## src/rtl/display_pattern_gen.sv

```systemverilog
// Frame-synchronised VGA test-pattern generator with manual/auto mode selection,
// tear-free mode switching and a 2-cycle coordinate-to-pixel pipeline.
module display_pattern_gen #(
  parameter int unsigned H_DISP          = 1280,
  parameter int unsigned V_DISP          = 1024,
  parameter int unsigned PIXEL_FREQUENCY = 108_000_000,
  parameter int unsigned DWELL_SEC       = 3,
  parameter int unsigned GRID_SHIFT_S    = 4,
  parameter int unsigned GRID_SHIFT_L    = 6,
  parameter int unsigned BAR_COUNT       = 8,
  parameter int unsigned SCROLL_STEP     = 1
) (
  input  logic        clk_vga_display,
  input  logic        rst_n_display,
  input  logic [11:0] xpos_vga_display,
  input  logic [11:0] ypos_vga_display,
  input  logic        pix_req,
  input  logic        frame_start,
  input  logic        auto_mode,
  input  logic [3:0]  mode_sel,
  input  logic        freeze,
  output logic [15:0] data_vga_display,
  output logic        data_valid,
  output logic [3:0]  mode_cur
);

  typedef enum logic [2:0] {
    RED, GREEN, BLUE, WHITE, BLACK, YELLOW, MAGENTA, CYAN
  } colour_t;

  localparam int unsigned BAR_H = V_DISP / BAR_COUNT;
  localparam int unsigned BAR_W = H_DISP / BAR_COUNT;

  function automatic logic [15:0] rgb(input colour_t c);
    case (c)
      RED:     return 16'hF800;
      GREEN:   return 16'h07E0;
      BLUE:    return 16'h001F;
      WHITE:   return 16'hFFFF;
      YELLOW:  return 16'hFFE0;
      MAGENTA: return 16'hF81F;
      CYAN:    return 16'h07FF;
      default: return 16'h0000;
    endcase
  endfunction

  logic [27:0] sec_cnt;
  logic [4:0]  dwell_cnt;
  logic        pending;
  logic [3:0]  mode_q;
  logic [3:0]  mode_next;
  logic [11:0] scroll_off;
  logic        sec_tick;
  logic        dwell_wrap;

  assign sec_tick   = !freeze && (sec_cnt == 28'(PIXEL_FREQUENCY - 1));
  assign dwell_wrap = sec_tick && (dwell_cnt == 5'(DWELL_SEC - 1));
  assign mode_cur   = mode_q;

  always_comb begin
    mode_next = mode_q;
    if (frame_start) begin
      if (!auto_mode)
        mode_next = mode_sel;
      else if (pending)
        mode_next = (mode_q == 4'd9) ? '0 : mode_q + 4'd1;
    end
  end

  always_ff @(posedge clk_vga_display or negedge rst_n_display) begin
    if (!rst_n_display) begin
      sec_cnt    <= '0;
      dwell_cnt  <= '0;
      pending    <= 1'b0;
      mode_q     <= '0;
      scroll_off <= '0;
    end else begin
      if (!freeze)
        sec_cnt <= sec_tick ? '0 : sec_cnt + 28'd1;
      // A pending flag raised by a tick on the frame_start cycle survives to the next frame
      if (frame_start && !auto_mode) begin
        dwell_cnt <= '0;
        pending   <= 1'b0;
      end else begin
        if (sec_tick)
          dwell_cnt <= dwell_wrap ? '0 : dwell_cnt + 5'd1;
        if (dwell_wrap)
          pending <= 1'b1;
        else if (frame_start && pending)
          pending <= 1'b0;
      end
      mode_q <= mode_next;
      if (frame_start) begin
        if (mode_next == 4'd8 && mode_q != 4'd8)
          scroll_off <= '0;
        else if (mode_q == 4'd8 && !freeze)
          scroll_off <= scroll_off + 12'(SCROLL_STEP);
      end
    end
  end

  // Stage 1: registered coordinates plus the mode/scroll they were launched with
  logic [11:0] x1, y1, scroll1;
  logic [3:0]  mode1;
  logic        req1, act1;

  logic [11:0] xs;
  logic [15:0] flower;
  logic [2:0]  hbar, vbar;
  logic        chk_s, chk_l, chk_scroll, border;
  logic [15:0] pix;

  assign xs         = x1 + scroll1;
  assign flower     = {4'b0, x1} * {4'b0, y1};
  assign chk_s      = x1[GRID_SHIFT_S] ^ y1[GRID_SHIFT_S];
  assign chk_l      = x1[GRID_SHIFT_L] ^ y1[GRID_SHIFT_L];
  assign chk_scroll = xs[GRID_SHIFT_L] ^ y1[GRID_SHIFT_L];
  assign border     = (x1 == '0) || (x1 == 12'(H_DISP - 1)) || (x1 == 12'(H_DISP / 2)) ||
                      (y1 == '0) || (y1 == 12'(V_DISP - 1)) || (y1 == 12'(V_DISP / 2));

  // Constant-threshold compare chain; remainder pixels saturate at the last bar
  always_comb begin
    hbar = '0;
    vbar = '0;
    for (int unsigned k = 1; k < BAR_COUNT; k++) begin
      if (32'(y1) >= k * BAR_H) hbar = 3'(k);
      if (32'(x1) >= k * BAR_W) vbar = 3'(k);
    end
  end

  always_comb begin
    pix = rgb(BLACK);
    case (mode1)
      4'd0:    pix = chk_s ? rgb(WHITE) : rgb(BLACK);
      4'd1:    pix = chk_l ? rgb(WHITE) : rgb(BLACK);
      4'd2:    pix = rgb(colour_t'(hbar));
      4'd3:    pix = rgb(colour_t'(vbar));
      4'd4:    pix = rgb(RED);
      4'd5:    pix = rgb(GREEN);
      4'd6:    pix = rgb(BLUE);
      4'd7:    pix = flower;
      4'd8:    pix = chk_scroll ? rgb(WHITE) : rgb(BLACK);
      4'd9:    pix = border ? rgb(WHITE) : rgb(BLACK);
      default: pix = rgb(BLACK);
    endcase
  end

  always_ff @(posedge clk_vga_display or negedge rst_n_display) begin
    if (!rst_n_display) begin
      x1               <= '0;
      y1               <= '0;
      scroll1          <= '0;
      mode1            <= '0;
      req1             <= 1'b0;
      act1             <= 1'b0;
      data_vga_display <= '0;
      data_valid       <= 1'b0;
    end else begin
      x1               <= xpos_vga_display;
      y1               <= ypos_vga_display;
      scroll1          <= scroll_off;
      mode1            <= mode_q;
      req1             <= pix_req;
      act1             <= pix_req && (32'(xpos_vga_display) < H_DISP) &&
                          (32'(ypos_vga_display) < V_DISP);
      data_vga_display <= act1 ? pix : '0;
      data_valid       <= req1;
    end
  end

endmodule

```

## config.mk

```make
export PLATFORM = sky130hd
export DESIGN_NAME = display_pattern_gen
export DESIGN_NICKNAME = d
export VERILOG_FILES = /design/src/rtl/display_pattern_gen.sv
export SDC_FILE = /design/constraint.sdc
export NUM_CORES = 1
export LEC_CHECK = 0
export BUFFER_PORTS_ARGS = -buffer_cell sky130_fd_sc_hd__buf_2
export CAP_MARGIN = 0
export CORE_ASPECT_RATIO = 1.1
export CORE_MARGIN = 1.5
export CORE_UTILIZATION = 50
export CTS_BUF_LIST = sky130_fd_sc_hd__clkbuf_4
export DETAILED_ROUTE_END_ITERATION = 12
export GPL_ROUTABILITY_DRIVEN = 0
export GPL_TIMING_DRIVEN = 0
export PLACE_DENSITY = 0.7
export SLEW_MARGIN = 40
export SYNTH_ARGS = -nofsm -noshare
export SYNTH_HDL_FRONTEND = slang
export SYNTH_SLANG_ARGS = --single-unit
```

## constraint.sdc

```tcl
create_clock -name clk_vga_display -period 11.6 [get_ports clk_vga_display]
set_input_delay 0 -clock clk_vga_display [delete_from_list [all_inputs] [get_ports clk_vga_display]]
set_output_delay 0 -clock clk_vga_display [all_outputs]
set_load 0.005 [all_outputs]
```

==> impl_metrics.xml, run 1 <==
<?xml version="1.0" encoding="UTF-8"?>
<metrics>
  <group name="setup_path">
    <metric name="path_depth_of_the_worst_reg2reg_path" unit="">19</metric>
    <metric name="worst_setup_path_start_kind" unit="">register</metric>
    <metric name="r2r-end" unit="">data_vga_display[15]</metric>
    <metric name="path_class" unit="">register to register</metric>
    <metric name="critPathRequiredTime" unit="ns">12.01</metric>
    <metric name="regToRegSetupSlack" unit="ns">5.81</metric>
    <metric name="critical_path.max_fanout" unit="">10</metric>
    <metric name="r2r-start" unit="">x1[5]</metric>
    <metric name="cp_data_arrival_time" unit="ns">6.20</metric>
    <metric name="timing.critical_path.to_type" unit="">register</metric>
  </group>
  <group name="global_routing">
    <metric name="grt_first_pass_wirelength" unit="um">28700</metric>
    <metric name="via_count_of_the_first_global_routing_pass" unit="">6060</metric>
    <metric name="grt_max_degree" unit="">59</metric>
    <metric name="antenna_found_initial" unit="">1</metric>
    <metric name="overflow" unit="">0</metric>
    <metric name="groute.usage.overall" unit="">0.224</metric>
  </group>
  <group name="synthesis">
    <metric name="ys_warn_count" unit="">0</metric>
    <metric name="synth.most_common_cell" unit="">inv_1</metric>
    <metric name="postSynthRegisterBits" unit="">99</metric>
    <metric name="post_synth_inst_count" unit="">836</metric>
    <metric name="synth_top_cells_by_area" unit="">dfrtp_1, fa_1, ha_1, inv_1, nand2_1</metric>
    <metric name="mappedNetlistArea" unit="sq um">7800</metric>
    <metric name="synth_top_area_cell" unit="">dfrtp_1</metric>
    <metric name="netlist.area_leader.share" unit="">0.318</metric>
    <metric name="syn_avg_cell_area" unit="sq um">9.33</metric>
    <metric name="netlist-cell-type-count" unit="">61</metric>
    <metric name="async_s_r_ff_share_synth" unit="">1.00</metric>
    <metric name="synth_top_cells_by_count" unit="">inv_1, nand2_1, dfrtp_1</metric>
    <metric name="seq_area_frac_synth" unit="">0.318</metric>
    <metric name="dominantRegCellSynth" unit="">dfrtp_1</metric>
    <metric name="synth.net_count" unit="">992</metric>
    <metric name="synth_edf_count" unit="">0</metric>
  </group>
  <group name="sta">
    <metric name="timing.clock.skew" unit="ns">0.0271</metric>
    <metric name="finalCriticalPeriod" unit="ns">5.79</metric>
    <metric name="max_clock_freq" unit="GHz">0.173</metric>
    <metric name="setup_tns" unit="ns">0</metric>
    <metric name="fin_crit_sh" unit="">0.499</metric>
    <metric name="hold_violations" unit="">0</metric>
    <metric name="whs" unit="ns">0.0280</metric>
    <metric name="timing.final.setup_violations" unit="">0</metric>
    <metric name="worst_slew_margin_rel" unit="">0.525</metric>
    <metric name="setup_ws" unit="ns">5.81</metric>
    <metric name="worst_pin_slew" unit="ns">0.703</metric>
    <metric name="unrepaired_setup_endpoints_after_global_routing" unit="">no</metric>
    <metric name="timing_max_transition_violations_final" unit="">0</metric>
  </group>
  <group name="job">
    <metric name="drv.max_cap_violation_count" unit="">0</metric>
  </group>
  <group name="floorplan">
    <metric name="floorplan.die.height" unit="um">134</metric>
    <metric name="core" unit="sq um">15200</metric>
    <metric name="placement_rows" unit="">47</metric>
    <metric name="die_area" unit="sq um">16400</metric>
    <metric name="ios" unit="">55</metric>
    <metric name="initial_core_util" unit="">0.514</metric>
    <metric name="die-width" unit="um">122</metric>
  </group>
  <group name="power_and_ir_drop">
    <metric name="p_comb_frac" unit="">0.565</metric>
    <metric name="p_total" unit="mW">1.35</metric>
    <metric name="pwr_density_cell" unit="nW/um^2">153</metric>
    <metric name="power.switching" unit="uW">572</metric>
    <metric name="p_int" unit="uW">779</metric>
    <metric name="p_clk_frac" unit="">0.143</metric>
    <metric name="power_switching_share" unit="">0.424</metric>
    <metric name="worst_ir_drop_vdd" unit="mV">0.0917</metric>
    <metric name="p_seq_frac" unit="">0.292</metric>
    <metric name="static-leakage-power" unit="nW">4.33</metric>
  </group>
  <group name="clock_network">
    <metric name="cts-root-buf" unit="">clkbuf_4</metric>
    <metric name="clock_network_latency_to_the_later_pin_of_the_worst_skew_pair" unit="ns">0.50</metric>
    <metric name="numCtsBuffers" unit="">9</metric>
    <metric name="cts_num_sinks" unit="">99</metric>
    <metric name="ctsHoldBuffers" unit="">34</metric>
    <metric name="postCtsSetupBuffers" unit="">0</metric>
    <metric name="postCtsResizedCells" unit="">0</metric>
    <metric name="path_clk_slew" unit="ns">0.17</metric>
    <metric name="htreeDepth" unit="">3</metric>
    <metric name="cts_tree" unit="">built</metric>
    <metric name="max-clock-path-buffers" unit="">2</metric>
  </group>
  <group name="finish">
    <metric name="final_instance_count_excl_fillers" unit="">1137</metric>
    <metric name="post-route-cell-area" unit="sq um">8850</metric>
    <metric name="fill_cells" unit="">1367</metric>
    <metric name="finish.net_count" unit="">1091</metric>
    <metric name="area_growth" unit="%">13.5</metric>
    <metric name="ratio_of_cells_with_drive_above_1_in_the_final_layout" unit="">0.0979</metric>
    <metric name="fin_util" unit="">0.583</metric>
  </group>
  <group name="detailed_routing">
    <metric name="routed-via-count" unit="">5867</metric>
    <metric name="routed_via_density" unit="">5.16</metric>
    <metric name="postRouteWirelength" unit="um">16500</metric>
    <metric name="route.detailed.drc" unit="">0</metric>
    <metric name="detailedRoute.firstIterationViolations" unit="">198</metric>
    <metric name="post_drt_wl_per_cell" unit="um">14.5</metric>
    <metric name="drt.antenna.violating_nets" unit="">0</metric>
    <metric name="first_pass_iters" unit="">4</metric>
  </group>
  <group name="place">
    <metric name="io_buffers" unit="">53</metric>
    <metric name="dpl.hpwl" unit="um">12700</metric>
    <metric name="place_area" unit="sq um">8350</metric>
    <metric name="dpl.cell_count" unit="">1086</metric>
    <metric name="place_worst_setup_slack" unit="ns">5.82</metric>
  </group>
  <group name="min_path">
    <metric name="hp-class" unit="">primary input to async pin</metric>
  </group>
  <group name="status">
    <metric name="result_of_the_run" unit="">finished, final reports clean</metric>
  </group>
</metrics>
==> metal layers <==
layer	up-vias	GRT usage	routed length, um
met2	105	0.384	8340
met4	0	0.0646	291
met1	2885	0.295	7290
li1	2854	-	-
met5	-	0	0
met3	23	0.0374	603
==> final cells by class <==
type / count / area [sq um] / share of cell area
antenna: 1 / 2.50 / 0.000283
buffer: 35 / 136 / 0.0154
clock buffer: 9 / 67.6 / 0.00764
clock inverter: 7 / 81.3 / 0.00919
inverter: 128 / 480 / 0.0543
multi-input combinational: 574 / 4700 / 0.532
sequential: 99 / 2480 / 0.280
tap: 196 / 245 / 0.0277
timing repair buffer: 88 / 653 / 0.0738
==> cells by family (layout without fill, tap and decap cells) <==
kind of cell / Yosys count / after routing / synth area share
AOI/OAI and AO/OA: 91 / 91 / 0.0735
xor gates and xnor gates: 55 / 55 / 0.0635
adders and majority gates: 123 / 123 / 0.271
buffers and inverters: 163 / 267 / 0.0791
DFF: 99 / 99 / 0.318
muxes: 2 / 2 / 0.00257
other: 0 / 1 / 0
and+or+nand+nor: 303 / 303 / 0.193
==> power by group through the flow <==
stage | clock [mW] | sequential [mW] | combinational, mW
floorplan | 0 | 0.393 | 0.592
global placement | 0 | 0.400 | 0.753
detailed placement | 0 | 0.401 | 0.766
CTS | 0.201 | 0.395 | 0.778
global route | 0.215 | 0.399 | 0.879
finish | 0.193 | 0.395 | 0.763
==> cells in the final DEF (no fill, tap or decap), drive strengths merged, types with 4 or more instances in the layout <==
| cell | count |
|---|---|
| xnor2 | 28 |
| o21ai | 24 |
| or2 | 7 |
| fa | 77 |
| nand2 | 124 |
| nand2b | 7 |
| or3 | 6 |
| ha | 45 |
| nand4 | 16 |
| dlygate4sd3 | 33 |
| clkbuf | 42 |
| a21oi | 34 |
| inv | 131 |
| nand3 | 14 |
| and2 | 37 |
| a211oi | 4 |
| xor2 | 26 |
| nor3 | 11 |
| nor2 | 48 |
| dfrtp | 99 |
| and3 | 5 |
| nand3b | 4 |
| nor4 | 9 |
| buf | 57 |
==> state kept, by name, indices dropped and copies added (netlist names), 4 cells and up <==
| register | count |
|---|---|
| data_vga_display | 16 |
| dwell_cnt | 5 |
| mode1 | 4 |
| mode_cur | 4 |
| scroll1 | 7 |
| scroll_off | 7 |
| sec_cnt | 28 |
| x1 | 12 |
| y1 | 12 |
==> worst max path at each step <==
| stage | from | end | slack [ns] | depth (start not counted) |
|---|---|---|---|---|
| after floorplan | x1[5] | data_vga_display[15] | 6.62 | 19 |
| after global placement | x1[5] | data_vga_display[15] | 5.83 | 19 |
| after detailed placement | x1[5] | data_vga_display[15] | 5.82 | 19 |
| after CTS | x1[5] | data_vga_display[15] | 5.79 | 19 |
| after global routing | x1[5] | data_vga_display[15] | 5.38 | 19 |
| final | x1[5] | data_vga_display[15] | 5.81 | 19 |
==> critical path, cell delays in order, from the launching register on <==
cell,delay [ns]
dfrtp_1,0.39
clkbuf_1,0.35
clkbuf_1,0.49
nand2_1,0.16
fa_1,0.58
fa_1,0.44
fa_1,0.49
inv_1,0.05
fa_1,0.53
inv_1,0.06
fa_1,0.54
inv_1,0.04
ha_1,0.31
or2_2,0.32
a21boi_0,0.15
nand4_1,0.15
a31oi_1,0.16
xnor2_1,0.26
nand2_1,0.08
a21oi_1,0.18
Note: power is estimated with default switching activity, not from simulation.
==> inputs of run 2 (changes only) <==
clock period = 6 ns   (was 11.6 ns; I/O delays follow)
==> run 2 against run 1 <==
Compared with the run above: worst hold slack improved by 0.0022 ns; combinational power increased by 93%; routed wire length about the same; total power increased by 93%; clock skew decreased by 0.00080 ns; fmax increased by 4.7%; largest cell class unchanged.
==> impl_metrics.xml, run 2 (synthesis results as in run 1) <==
<?xml version="1.0" encoding="UTF-8"?>
<metrics>
  <group name="sta">
    <metric name="setup_ws" unit="ns">0.467</metric>
    <metric name="finalCriticalPeriod" unit="ns">5.53</metric>
    <metric name="setup_tns" unit="ns">0</metric>
    <metric name="max_clock_freq" unit="GHz">0.181</metric>
    <metric name="fin_crit_sh" unit="">0.922</metric>
    <metric name="worst_pin_slew" unit="ns">0.696</metric>
    <metric name="timing.final.setup_violations" unit="">0</metric>
    <metric name="whs" unit="ns">0.0303</metric>
    <metric name="timing_max_transition_violations_final" unit="">0</metric>
    <metric name="unrepaired_setup_endpoints_after_global_routing" unit="">no</metric>
    <metric name="hold_violations" unit="">0</metric>
    <metric name="timing.clock.skew" unit="ns">0.0263</metric>
    <metric name="worst_slew_margin_rel" unit="">0.529</metric>
  </group>
  <group name="global_routing">
    <metric name="grt_max_degree" unit="">59</metric>
    <metric name="via_count_of_the_first_global_routing_pass" unit="">6060</metric>
    <metric name="overflow" unit="">0</metric>
    <metric name="groute.usage.overall" unit="">0.224</metric>
    <metric name="antenna_found_initial" unit="">1</metric>
    <metric name="grt_first_pass_wirelength" unit="um">28700</metric>
  </group>
  <group name="detailed_routing">
    <metric name="detailedRoute.firstIterationViolations" unit="">170</metric>
    <metric name="first_pass_iters" unit="">4</metric>
    <metric name="postRouteWirelength" unit="um">16500</metric>
    <metric name="post_drt_wl_per_cell" unit="um">14.6</metric>
    <metric name="routed_via_density" unit="">5.17</metric>
    <metric name="routed-via-count" unit="">5868</metric>
    <metric name="route.detailed.drc" unit="">0</metric>
    <metric name="drt.antenna.violating_nets" unit="">0</metric>
  </group>
  <group name="place">
    <metric name="io_buffers" unit="">53</metric>
    <metric name="place_area" unit="sq um">8350</metric>
    <metric name="dpl.cell_count" unit="">1086</metric>
    <metric name="place_worst_setup_slack" unit="ns">0.223</metric>
    <metric name="dpl.hpwl" unit="um">12700</metric>
  </group>
  <group name="setup_path">
    <metric name="worst_setup_path_start_kind" unit="">register</metric>
    <metric name="path_depth_of_the_worst_reg2reg_path" unit="">19</metric>
    <metric name="slowest_stage" unit="">fa_1</metric>
    <metric name="timing.critical_path.to_type" unit="">register</metric>
    <metric name="crit_path_max_incr_delay" unit="ns">0.55</metric>
    <metric name="regToRegSetupSlack" unit="ns">0.47</metric>
    <metric name="r2r-start" unit="">x1[6]</metric>
    <metric name="r2r-end" unit="">data_vga_display[15]</metric>
    <metric name="crit_buf_inv" unit="">5</metric>
    <metric name="worstPathCellList" unit="">clkbuf_1 &gt; clkbuf_2 &gt; nand2_1 &gt; fa_1 &gt; fa_1 &gt; fa_1 &gt; inv_1 &gt; fa_1 &gt; inv_1 &gt; fa_1 &gt; inv_1 &gt; ha_1 &gt; or2_2 &gt; a21boi_0 &gt; nand4_1 &gt; a31oi_1 &gt; xnor2_1 &gt; nand2_1 &gt; a21oi_1</metric>
    <metric name="path_class" unit="">register to register</metric>
    <metric name="crit_path_frequent_cell" unit="">fa_1</metric>
    <metric name="cp_data_arrival_time" unit="ns">5.95</metric>
    <metric name="critPathRequiredTime" unit="ns">6.41</metric>
    <metric name="critical_path.max_fanout" unit="">10</metric>
    <metric name="crit_start" unit="">x1[6]</metric>
    <metric name="cp_top_family" unit="">adder cells</metric>
  </group>
  <group name="status">
    <metric name="result_of_the_run" unit="">finished, final reports clean</metric>
  </group>
  <group name="finish">
    <metric name="largest_reg_flops" unit="">28</metric>
    <metric name="fill_cells" unit="">1369</metric>
    <metric name="post-route-cell-area" unit="sq um">8850</metric>
    <metric name="finish.net_count" unit="">1090</metric>
    <metric name="layout.cells.most_common" unit="">inv_1</metric>
    <metric name="final_instance_count_excl_fillers" unit="">1136</metric>
    <metric name="max_flop_register" unit="">sec_cnt</metric>
    <metric name="area_growth" unit="%">13.5</metric>
    <metric name="final_cell_mix" unit="">inv_1, nand2_1, dfrtp_1, fa_1, buf_2</metric>
    <metric name="fin_util" unit="">0.583</metric>
    <metric name="largest_registers_in_the_final_layout" unit="">sec_cnt (28), data_vga_display (16)</metric>
    <metric name="ratio_of_cells_with_drive_above_1_in_the_final_layout" unit="">0.101</metric>
  </group>
  <group name="floorplan">
    <metric name="core" unit="sq um">15200</metric>
    <metric name="initial_core_util" unit="">0.514</metric>
    <metric name="ios" unit="">55</metric>
    <metric name="placement_rows" unit="">47</metric>
    <metric name="die_area" unit="sq um">16400</metric>
    <metric name="floorplan.die.height" unit="um">134</metric>
    <metric name="die-width" unit="um">122</metric>
  </group>
  <group name="min_path">
    <metric name="hp-class" unit="">primary input to async pin</metric>
  </group>
  <group name="job">
    <metric name="drv.max_cap_violation_count" unit="">0</metric>
  </group>
  <group name="power_and_ir_drop">
    <metric name="pwr_density_cell" unit="nW/um^2">295</metric>
    <metric name="worst_ir_drop_vdd" unit="mV">0.177</metric>
    <metric name="static-leakage-power" unit="nW">4.34</metric>
    <metric name="p_total" unit="mW">2.61</metric>
  </group>
  <group name="clock_network">
    <metric name="cts-root-buf" unit="">clkbuf_4</metric>
    <metric name="cts_num_sinks" unit="">99</metric>
    <metric name="clock_network_latency_to_the_later_pin_of_the_worst_skew_pair" unit="ns">0.50</metric>
    <metric name="htreeDepth" unit="">3</metric>
    <metric name="cts_tree" unit="">built</metric>
    <metric name="numCtsBuffers" unit="">9</metric>
    <metric name="postCtsSetupBuffers" unit="">0</metric>
    <metric name="max-clock-path-buffers" unit="">2</metric>
    <metric name="path_clk_slew" unit="ns">0.17</metric>
  </group>
</metrics>
-- run 2: final cells by class --
type | count | area, sq um | share of cell area
Antenna cell | 1 | 2.50 | 0.000283
Buffer | 34 | 136 | 0.0154
Clock buffer | 9 | 67.6 | 0.00764
Clock inverter | 7 | 81.3 | 0.00919
Inverter | 128 | 480 | 0.0543
Multi-Input combinational cell | 574 | 4700 | 0.532
Sequential cell | 99 | 2480 | 0.280
Tap cell | 196 | 245 | 0.0277
Timing Repair Buffer | 88 | 653 | 0.0738
-- run 2: where the power goes --
| part | switching [mW] | internal, mW | total (mW) |
|---|---|---|---|
| Clock | 0.241 | 0.133 | 0.373 |
| Sequential | 0.0537 | 0.710 | 0.764 |
| Combinational | 0.811 | 0.662 | 1.47 |
| Total | 1.11 | 1.51 | 2.61 |
-- run 2: per-layer routing --
| metal | GRT usage | part of all wire |
|---|---|---|
| met4 | 0.0646 | 0.017 |
| met2 | 0.384 | 0.50 |
| met1 | 0.295 | 0.44 |
| met5 | 0 | 0 |
| met3 | 0.0374 | 0.043 |
-- run 2: how the worst max path moves through the flow --
stage                     cells past startpoint  slack, ns              endpoint
after CTS                                    19       0.19  data_vga_display[15]
after global placement                       19       0.23  data_vga_display[15]
after global routing                         19       0.03  data_vga_display[15]
after floorplan                              19       1.02  data_vga_display[15]
final                                        19       0.47  data_vga_display[15]
after detailed placement                     19       0.22  data_vga_display[15]
-- run 2: worst register-to-register path: cells and delay by family, from the launching register on --
family                   cells  cell delay [ns]
AO/OA/AOI/OAI                3             0.49
XOR/XNOR                     1             0.26
adder cells (fa/ha/maj)      6             2.87
buffers and inverters        5             0.83
flip-flops                   1             0.38
AND/OR/NAND/NOR              4             0.66
-- run 2: repair_timing --
action                                  4_1_cts  5_1_grt
hold endpoints to repair                    138        0
gates resized for setup                       0        6
hold buffers                                 34        0
endpoints found under the setup margin        0        1
==> inputs of run 3 (changes only) <==
CTS_BUF_LIST = sky130_fd_sc_hd__clkbuf_8 sky130_fd_sc_hd__clkbuf_16   (was sky130_fd_sc_hd__clkbuf_4)
REMOVE_ABC_BUFFERS = 1   (was unset)
==> run 3 against run 2 <==
Compared with the run above: clock skew is 0.016 ns lower; routed wire length is 2.1% lower; combinational power fell by 3%; total power up 6.5%; worst setup slack better by 0.23 ns; cell count down 3.5%; largest cell class unchanged.
==> impl_metrics.xml, run 3 (synthesis results as in run 1) <==
<?xml version="1.0" encoding="UTF-8"?>
<metrics>
  <group name="status">
    <metric name="result_of_the_run" unit="">finished, final reports clean</metric>
  </group>
  <group name="detailed_routing">
    <metric name="drt.antenna.violating_nets" unit="">0</metric>
    <metric name="post_drt_wl_per_cell" unit="um">14.8</metric>
    <metric name="routed-via-count" unit="">5717</metric>
    <metric name="detailedRoute.firstIterationViolations" unit="">329</metric>
    <metric name="first_pass_iters" unit="">4</metric>
    <metric name="postRouteWirelength" unit="um">16200</metric>
    <metric name="routed_via_density" unit="">5.22</metric>
    <metric name="route.detailed.drc" unit="">0</metric>
  </group>
  <group name="clock_network">
    <metric name="cts_num_sinks" unit="">99</metric>
    <metric name="htreeDepth" unit="">3</metric>
    <metric name="cts_tree" unit="">built</metric>
    <metric name="numCtsBuffers" unit="">9</metric>
    <metric name="clock_network_latency_to_the_later_pin_of_the_worst_skew_pair" unit="ns">0.36</metric>
    <metric name="cts-root-buf" unit="">clkbuf_16</metric>
    <metric name="max-clock-path-buffers" unit="">2</metric>
    <metric name="postCtsSetupBuffers" unit="">0</metric>
    <metric name="path_clk_slew" unit="ns">0.07</metric>
  </group>
  <group name="min_path">
    <metric name="hp-class" unit="">primary input to register</metric>
  </group>
  <group name="setup_path">
    <metric name="critical_path.max_fanout" unit="">19</metric>
    <metric name="crit_path_frequent_cell" unit="">fa_1</metric>
    <metric name="crit_buf_inv" unit="">3</metric>
    <metric name="critPathRequiredTime" unit="ns">6.27</metric>
    <metric name="cp_data_arrival_time" unit="ns">5.58</metric>
    <metric name="worstPathCellList" unit="">nand2_1 &gt; fa_1 &gt; fa_1 &gt; fa_1 &gt; inv_1 &gt; fa_1 &gt; inv_1 &gt; fa_1 &gt; inv_1 &gt; ha_1 &gt; or2_2 &gt; a21boi_0 &gt; nand4_1 &gt; a31oi_1 &gt; xnor2_1 &gt; nand2_1 &gt; a21oi_1</metric>
    <metric name="slowest_stage" unit="">dfrtp_1</metric>
    <metric name="crit_path_max_incr_delay" unit="ns">0.82</metric>
    <metric name="timing.critical_path.to_type" unit="">register</metric>
    <metric name="regToRegSetupSlack" unit="ns">0.69</metric>
    <metric name="cp_top_family" unit="">adder cells</metric>
    <metric name="worst_setup_path_start_kind" unit="">register</metric>
    <metric name="path_class" unit="">register to register</metric>
  </group>
  <group name="place">
    <metric name="dpl.cell_count" unit="">1052</metric>
    <metric name="place_area" unit="sq um">8220</metric>
    <metric name="place_worst_setup_slack" unit="ns">0.695</metric>
    <metric name="dpl.hpwl" unit="um">11700</metric>
    <metric name="io_buffers" unit="">54</metric>
  </group>
  <group name="sta">
    <metric name="unrepaired_setup_endpoints_after_global_routing" unit="">no</metric>
    <metric name="setup_tns" unit="ns">0</metric>
    <metric name="hold_violations" unit="">0</metric>
    <metric name="fin_crit_sh" unit="">0.885</metric>
    <metric name="max_clock_freq" unit="GHz">0.188</metric>
    <metric name="worst_pin_slew" unit="ns">0.726</metric>
    <metric name="setup_ws" unit="ns">0.693</metric>
    <metric name="finalCriticalPeriod" unit="ns">5.31</metric>
    <metric name="timing.clock.skew" unit="ns">0.00983</metric>
    <metric name="worst_slew_margin_rel" unit="">0.510</metric>
    <metric name="timing_max_transition_violations_final" unit="">0</metric>
    <metric name="timing.final.setup_violations" unit="">0</metric>
  </group>
  <group name="global_routing">
    <metric name="busiest_layer" unit="">met2</metric>
    <metric name="groute.usage.overall" unit="">0.223</metric>
    <metric name="grt_max_degree" unit="">69</metric>
    <metric name="via_count_of_the_first_global_routing_pass" unit="">5909</metric>
    <metric name="grt_util_met3" unit="">0.0370</metric>
    <metric name="overflow" unit="">0</metric>
    <metric name="antenna_found_initial" unit="">0</metric>
    <metric name="grt_util_met1" unit="">0.296</metric>
    <metric name="grt_use_met2" unit="">0.377</metric>
    <metric name="grt_first_pass_wirelength" unit="um">28500</metric>
  </group>
  <group name="finish">
    <metric name="ratio_of_cells_with_drive_above_1_in_the_final_layout" unit="">0.102</metric>
    <metric name="max_flop_register" unit="">sec_cnt</metric>
    <metric name="finish.net_count" unit="">1051</metric>
    <metric name="final_cell_mix" unit="">inv_1, nand2_1, dfrtp_1, fa_1, buf_2</metric>
    <metric name="final_instance_count_excl_fillers" unit="">1096</metric>
    <metric name="layout.cells.most_common" unit="">inv_1</metric>
    <metric name="post-route-cell-area" unit="sq um">8790</metric>
    <metric name="largest_registers_in_the_final_layout" unit="">sec_cnt (28), data_vga_display (16)</metric>
    <metric name="insertedDiodeCount" unit="">0</metric>
    <metric name="fin_util" unit="">0.579</metric>
    <metric name="largest_reg_flops" unit="">28</metric>
    <metric name="area_growth" unit="%">12.7</metric>
  </group>
  <group name="floorplan">
    <metric name="initial_core_util" unit="">0.514</metric>
    <metric name="die_area" unit="sq um">16400</metric>
    <metric name="placement_rows" unit="">47</metric>
    <metric name="die-width" unit="um">122</metric>
    <metric name="ios" unit="">55</metric>
    <metric name="floorplan.die.height" unit="um">134</metric>
    <metric name="core" unit="sq um">15200</metric>
  </group>
  <group name="power_and_ir_drop">
    <metric name="worst_ir_drop_vdd" unit="mV">0.170</metric>
    <metric name="static-leakage-power" unit="nW">4.32</metric>
    <metric name="pwr_density_cell" unit="nW/um^2">316</metric>
  </group>
  <group name="job">
    <metric name="drv.max_cap_violation_count" unit="">0</metric>
  </group>
</metrics>
## run 3: cell count changes in the layout (fill, tap and decap cells not counted), moves of 2 or more
cell / delta
clkbuf_2: -3
clkbuf_16: +9
clkbuf_1: -29
clkbuf_4: -9
dlygate4sd3_1: -5
clkinv_2: +2
## run 3: through the flow
stage | hold slack [ns] | power (mW)
after floorplan | -0.296 | 1.90
after global placement | 0.109 | 2.21
after detailed placement | -0.121 | 2.23
after CTS | 0.00156 | 2.81
after global routing | 0.0414 | 3.07
final | 0.00467 | 2.78
## run 3: area by class of cell
class,instances,area [sq um]
Fill cell,1356,6390
Clock inverter,6,47.5
Sequential cell,99,2480
Multi-Input combinational cell,574,4710
Clock buffer,10,239
Timing Repair Buffer,83,588
Inverter,128,480
Tap cell,196,245
## run 3: final timing paths
path / start / end / cells after the start
max in group asynchronous: rst_n_display / y1[6] / 3
hold reg to reg: req1 / data_valid / 0
setup reg to reg: x1[5] / data_vga_display[15] / 17
hold / removal: mode_sel[0] / mode_cur[0] / 3
setup / recovery: x1[5] / data_vga_display[15] / 17
min in group asynchronous: rst_n_display / data_vga_display[12] / 2
## run 3: report_power, final
group | switching (mW) | internal, mW | leakage, nW
clock network | 0.261 | 0.298 | 0.145
registers | 0.0793 | 0.710 | 1.28
logic | 0.774 | 0.657 | 2.90
total | 1.11 | 1.67 | 4.32
## run 3: timing repair
item	CTS	global route
gates resized for setup	0	0
hold endpoints to repair	128	0
hold buffers	28	0
## run 3: worst min-delay path: cells and delay by family
kind | cells | cell delay, ns
compound gates | 2 | 0.22
buf+inv | 1 | 0.09
## run 3: metal layers
layer / routed length, um / up-vias
met2: 8150 / 108
met4: 286 / 0
li1: - / 2776
met3: 582 / 19
met5: 0 / -
met1: 7160 / 2814
